===== src/rtl/gpio_input_responder_if.sv =====
// MEM-stage data bus as seen by a memory-mapped peripheral.
// Latency: none, this is only a signal bundle.
// Backpressure: none, the bus has no wait states.
interface gpio_input_responder_if;
  logic [31:0] address;
  logic [31:0] D_in;
  logic [3:0]  read_write;
  logic        rd_en;
  logic        hit;
  logic [31:0] D_out;

  modport master (
    output address, D_in, read_write, rd_en,
    input  hit, D_out
  );

  modport slave (
    input  address, D_in, read_write, rd_en,
    output hit, D_out
  );
endinterface


===== src/rtl/gpio_input_responder.sv =====
// Switch/button input peripheral: sync, debounce, sticky W1C edge flags, level irq.
// Latency: loads are combinational; stores land on the edge ending the store cycle.
// Backpressure: none, every access completes in the cycle it is issued.
module gpio_input_responder #(
  parameter int          NUM_SW          = 16,
  parameter int          NUM_BTN         = 5,
  parameter int          DEBOUNCE_CYCLES = 100000,
  parameter logic [31:0] BASE_ADDR       = 32'h0000_1000
) (
  input  logic                   clk,
  input  logic                   reset,
  input  logic [NUM_SW-1:0]      sw_in,
  input  logic [NUM_BTN-1:0]     btn_in,
  gpio_input_responder_if.slave  bus,
  output logic                   irq
);

  localparam int CW = (DEBOUNCE_CYCLES > 1) ? $clog2(DEBOUNCE_CYCLES) : 1;

  logic [CW-1:0]      tick_cnt;
  logic               tick;
  logic [NUM_SW-1:0]  sw_s1, sw_s2, sw_h0, sw_h1, sw_deb, sw_deb_next;
  logic [NUM_BTN-1:0] btn_s1, btn_s2, btn_h0, btn_h1, btn_deb, btn_deb_next;
  logic [NUM_BTN-1:0] btn_edge, btn_edge_next, irq_en, irq_en_next;
  logic [NUM_BTN-1:0] edge_clr, btn_rise;
  logic [31:0]        lane_mask, wr_bits;
  logic [1:0]         reg_sel;
  logic               store;
  logic               unused_bits;

  // Tick fires in the cycle whose edge wraps the counter back to 0.
  assign tick = (tick_cnt == CW'(DEBOUNCE_CYCLES - 1));

  // Free-running debounce sample timer.
  always_ff @(posedge clk or negedge reset) begin
    if (!reset)    tick_cnt <= '0;
    else if (tick) tick_cnt <= '0;
    else           tick_cnt <= tick_cnt + CW'(1);
  end

  // Two-flop synchronizers for the raw board inputs.
  always_ff @(posedge clk or negedge reset) begin
    if (!reset) begin
      sw_s1  <= '0;
      sw_s2  <= '0;
      btn_s1 <= '0;
      btn_s2 <= '0;
    end else begin
      sw_s1  <= sw_in;
      sw_s2  <= sw_s1;
      btn_s1 <= btn_in;
      btn_s2 <= btn_s1;
    end
  end

  // The 3-sample window is the two stored samples plus the one being taken
  // this tick, so a unanimous window updates the state on that same tick.
  always_comb begin
    sw_deb_next  = sw_deb;
    btn_deb_next = btn_deb;
    if (tick) begin
      sw_deb_next  = (sw_h1 & sw_h0 & sw_s2) | (sw_deb & (sw_h1 | sw_h0 | sw_s2));
      btn_deb_next = (btn_h1 & btn_h0 & btn_s2) | (btn_deb & (btn_h1 | btn_h0 | btn_s2));
    end
  end

  // Sample history shift and debounced state registers.
  always_ff @(posedge clk or negedge reset) begin
    if (!reset) begin
      sw_h0   <= '0;
      sw_h1   <= '0;
      btn_h0  <= '0;
      btn_h1  <= '0;
      sw_deb  <= '0;
      btn_deb <= '0;
    end else begin
      if (tick) begin
        sw_h0  <= sw_s2;
        sw_h1  <= sw_h0;
        btn_h0 <= btn_s2;
        btn_h1 <= btn_h0;
      end
      sw_deb  <= sw_deb_next;
      btn_deb <= btn_deb_next;
    end
  end

  assign bus.hit   = (bus.address[31:4] == BASE_ADDR[31:4]);
  assign reg_sel   = bus.address[3:2];
  assign store     = bus.hit && (bus.read_write != 4'b0000);
  assign lane_mask = {{8{bus.read_write[3]}}, {8{bus.read_write[2]}},
                      {8{bus.read_write[1]}}, {8{bus.read_write[0]}}};
  assign wr_bits   = bus.D_in & lane_mask;
  // Byte offset and register bits beyond the implemented width are ignored.
  assign unused_bits = ^{bus.address[1:0], lane_mask, wr_bits};

  // Store decode, edge capture (a new rise beats a same-cycle W1C) and enables.
  always_comb begin
    irq_en_next = irq_en;
    edge_clr    = '0;
    if (store && reg_sel == 2'd3)
      irq_en_next = (irq_en & ~lane_mask[NUM_BTN-1:0]) | wr_bits[NUM_BTN-1:0];
    if (store && reg_sel == 2'd2)
      edge_clr = wr_bits[NUM_BTN-1:0];
    btn_rise      = btn_deb_next & ~btn_deb;
    btn_edge_next = (btn_edge & ~edge_clr) | btn_rise;
  end

  // Edge flags, interrupt enables and the registered interrupt request.
  always_ff @(posedge clk or negedge reset) begin
    if (!reset) begin
      btn_edge <= '0;
      irq_en   <= '0;
      irq      <= 1'b0;
    end else begin
      btn_edge <= btn_edge_next;
      irq_en   <= irq_en_next;
      irq      <= |(btn_edge_next & irq_en_next);
    end
  end

  // Load data mux; reads have no side effects and show pre-store values.
  always_comb begin
    bus.D_out = 32'h0;
    if (bus.hit && bus.rd_en) begin
      case (reg_sel)
        2'd0:    bus.D_out = 32'(sw_deb);
        2'd1:    bus.D_out = 32'(btn_deb);
        2'd2:    bus.D_out = 32'(btn_edge);
        default: bus.D_out = 32'(irq_en);
      endcase
    end
  end

endmodule

===== src/flat_wrapper.sv =====
// flat-port wrapper written by rule: the top's interface ports become plain ports
module gpio_input_responder_flat 
#(
  parameter int          NUM_SW          = 16,
  parameter int          NUM_BTN         = 5,
  parameter int          DEBOUNCE_CYCLES = 100000,
  parameter logic [31:0] BASE_ADDR       = 32'h0000_1000
)
  (clk, reset, sw_in, btn_in, irq, bus_address, bus_D_in, bus_read_write, bus_rd_en, bus_hit, bus_D_out);
  gpio_input_responder_if bus_i ();
  input  logic clk;
  input  logic reset;
  input  logic [NUM_SW-1:0] sw_in;
  input  logic [NUM_BTN-1:0] btn_in;
  output logic irq;
  input wire logic [$bits(bus_i.address)-1:0] bus_address;
  input wire logic [$bits(bus_i.D_in)-1:0] bus_D_in;
  input wire logic [$bits(bus_i.read_write)-1:0] bus_read_write;
  input wire logic [$bits(bus_i.rd_en)-1:0] bus_rd_en;
  output wire logic [$bits(bus_i.hit)-1:0] bus_hit;
  output wire logic [$bits(bus_i.D_out)-1:0] bus_D_out;
  assign bus_i.address = bus_address;
  assign bus_i.D_in = bus_D_in;
  assign bus_i.read_write = bus_read_write;
  assign bus_i.rd_en = bus_rd_en;
  assign bus_hit = bus_i.hit;
  assign bus_D_out = bus_i.D_out;
  gpio_input_responder #(.NUM_SW(NUM_SW), .NUM_BTN(NUM_BTN), .DEBOUNCE_CYCLES(DEBOUNCE_CYCLES), .BASE_ADDR(BASE_ADDR)) u_core (.clk(clk), .reset(reset), .sw_in(sw_in), .btn_in(btn_in), .bus(bus_i), .irq(irq));
endmodule

===== config.mk =====
export PLATFORM = sky130hd
export DESIGN_NAME = gpio_input_responder_flat
export DESIGN_NICKNAME = d
export VERILOG_FILES = /design/src/rtl/gpio_input_responder_if.sv /design/src/rtl/gpio_input_responder.sv /design/src/flat_wrapper.sv
export SDC_FILE = /design/constraint.sdc
export NUM_CORES = 1
export LEC_CHECK = 0
export CAP_MARGIN = 20
export CORE_ASPECT_RATIO = 0.6
export CORE_MARGIN = 1.5
export CORE_UTILIZATION = 50
export DETAILED_ROUTE_END_ITERATION = 10
export GPL_TIMING_DRIVEN = 0
export PLACE_DENSITY = 0.8
export SLEW_MARGIN = 20
export SYNTH_ARGS = -nofsm -noshare
export SYNTH_HDL_FRONTEND = slang
export SYNTH_SLANG_ARGS = --single-unit

===== constraint.sdc =====
create_clock -name clk -period 3.18 [get_ports clk]
set_input_delay 0.318 -clock clk [delete_from_list [all_inputs] [get_ports clk]]
set_output_delay 0.318 -clock clk [all_outputs]
set_load 0.05 [all_outputs]

==> results by group <==
Clock tree
  – Clock root buffer: clkbuf_16
  – H-tree depth: 4
  – CTS Buffer Depth: 2
  – CTS Sinks: 133
  – CTS tree: yes
  – CTS Buf Count: 17
  – Worst skew pair latency: 410 ps
  – Clock transition at the registers of the reported paths: 50 ps

Floorplanning
  – Die Y: 83.9 um
  – Row count: 29
  – Core box area: 0.0106 mm^2
  – I/O Pins: 126
  – Initial Util: 51.5%
  – Die Area: 0.0116 mm^2
  – Chip Width: 138 um

Hold path
  – Hold Startpoint: sw_in[9]
  – Hold Path Depth: 1
  – Hold Crit Class: in2reg

Cells and area
  – N_diodes: 0
  – Fraction of layout cells with a size suffix above 1: 13.7%
  – Design area: 0.00708 mm^2
  – Final #Nets: 717
  – Area growth syn-to-layout: 29.7%
  – Non-Filler Instances: 776
  – Util after Layout: 66.8%

STA
  – Setup-failing EPs final: 0
  – Hold Worst Slack: 339 ps
  – Final Skew: 8.57 ps
  – Max Freq: 331 MHz
  – RSZ-0062 raised after global routing: false
  – PnR worst setup slack: 156 ps
  – Slew Limit Fails: 0
  – Final Cycle Share: 95.1%
  – Worst slew margin: 59.5%
  – Slew @ Worst Pin: 607 ps
  – Final hold violation count: 0
  – Final min period: 3020 ps

Worst setup path
  – WP data arrival: 2710 ps
  – Critical-path maximum fanout: 10
  – CP startpoint: bus_address[19]
  – Req. time, crit path: 2860 ps
  – CP Class: in2out
  – Type of element capturing the critical path: primary output
  – Reg-to-Reg Start: u_core.tick_cnt[0]$_DFF_PN0_
  – Worst setup SP type: primary input
  – R2R depth: 8

GRT
  – Antenna violations before repair: 0
  – Vias in the first global route: 4226
  – Gr busiest metal: met2
  – Grt ovf: 0
  – First-pass GRT wire length: 20.6 mm
  – Met3 usage: 5.59%
  – Grt met2 use: 36.9%
  – Total GRT Usage: 23.6%
  – Met1 Track Usage GR: 32.6%
  – Largest net degree at the start of global routing: 105

Logic synthesis
  – Ys async rst share: 100%
  – Number of synthesized register bits: 133
  – Mapped Cells: 511
  – Synth cell count leaders: dfrtp_1, nand2_1, nor2_1
  – Number of flops mapped to enable cells by yosys: 0
  – Main synth FF type: dfrtp_1
  – Syn Area/Cell: 10.7 um^2
  – Sequential area share after synthesis: 61.0%
  – Synth Warn #: 0
  – Most frequent cell after synthesis: dfrtp_1
  – Synth area leader: dfrtp_1
  – Synth area leaders: dfrtp_1, nand2_1, a31oi_1
  – Cell area after synthesis: 0.00546 mm^2
  – Cell variety after synth: 44
  – Yosys top cell area share: 61.0%

Power and ir drop
  – Max VDD drop: 0.425 mV
  – Power Density: 544 mW/mm^2
  – Leak: 3.35 nW

Route
  – Pre-Repair DR Iteration Count: 5
  – Vias per cell: 5.43
  – Vias: 4212
  – ANT nets after route: 0
  – Initial DRC Count: 314
  – Drt drc: 0
  – Final WL: 12.9 mm
  – Wire per inst: 16.6 um

Place
  – Placed cell areas: 0.00648 mm^2
  – IO buf count: 76
  – Cells after DPL: 742
  – Pre-CTS setup slack: -641 ps
  – DP HPWL: 8.73 mm
  – Placer Congestion: 0.853

Outcome
  – Status: finished, final reports clean

Job
  – Max cap viols: 0
-- cell usage in the layout, fill, tap and decap left out, types with 6 or more instances in the layout --
master / instances
xnor2_1: 9
nand3_1: 6
a21oi_1: 17
conb_1: 16
a31oi_1: 20
and2_1: 13
or3_1: 19
clkbuf_16: 17
inv_1: 13
buf_4: 19
clkbuf_1: 16
nor2_1: 27
and3_1: 7
clkbuf_8: 6
clkdlybuf4s50_1: 59
o21ai_0: 13
nand2_1: 132
dfrtp_1: 133
clkbuf_4: 8
-- state kept, by name, indices dropped and copies added (netlist names) --
register / flops
u_core.irq_en: 5
u_core.btn_h0: 5
u_core.sw_h1: 16
u_core.sw_s2: 16
u_core.irq: 1
u_core.btn_s1: 5
u_core.sw_s1: 16
u_core.btn_s2: 5
u_core.btn_edge: 5
u_core.sw_h0: 16
u_core.tick_cnt: 17
u_core.btn_deb: 5
u_core.sw_deb: 16
u_core.btn_h1: 5
-- final cells by class --
cell class                 instances  area [um^2]
buffer                            33          208
tap                              139          174
timing repair buffer              79          787
clock buffer                      23          488
inverter                          13         48.8
fill                             740         3520
clock inverter                     9          100
sequential                       133         3330
multi-input combinational        347         1940
-- worst max-delay path, cell delays in order --
cell and delay [ps]:
clkdlybuf4s50_1 400, or4_4 570, or3_4 430, nor2_4 160, nand2_1 80, nor3_2 130, buf_4 210, and2_1 170
clkbuf_4 230
-- final timing paths --
check / to / slack (ps)
max: bus_D_out[11] / 160
min: u_core.sw_s1[9]$_DFF_PN0_ / 340
max reg2reg: u_core.sw_h1[6]$_DFFE_PN0N_ / 440
min reg2reg: u_core.sw_s2[8]$_DFF_PN0_ / 350
max in group asynchronous: u_core.sw_h0[9]$_DFFE_PN0N_ / 2080
min in group asynchronous: u_core.sw_s1[2]$_DFF_PN0_ / 350
-- kinds of logic after synthesis --
logic type,Yosys count,share of synthesized area [%]
buffers and inverters,46,4.66
adder cells (fa/ha/maj),1,0.229
AND/OR/NAND/NOR,241,21.2
AO/OA/AOI/OAI,65,7.50
XOR/XNOR,14,2.25
multiplexers,10,3.10
other,1,0.0687
flip-flops,133,61.0
-- stage by stage --
step / power [mW] / TNS, ps
after floorplan: 1.84 / 0
after global placement: 1.95 / -426160
after detailed placement: 1.96 / -6860
after CTS: 3.87 / 0
after global routing: 3.97 / 0
final: 3.85 / 0
-- per-layer routing --
metal | up-vias | wire length [um]
met1 | 2082 | 5890
met2 | 168 | 5990
met4 | 0 | 186
li1 | 1938 | -
met5 | - | 0
met3 | 24 | 823
-- repair_timing --
action	CTS	global route
endpoints found under the setup margin	16	15
pin swaps	0	1
resized for setup	56	15
hold buffers	1	0
setup buffers	0	1
hold endpoints to repair	29	0
-- power breakdown --
part | switching [mW] | internal (mW) | total [mW]
combinational | 0.101 | 0.0929 | 0.194
clock | 0.691 | 1.23 | 1.92
sequential | 0.0171 | 1.72 | 1.74
total | 0.809 | 3.04 | 3.85
(Power assumes the default switching activity.)
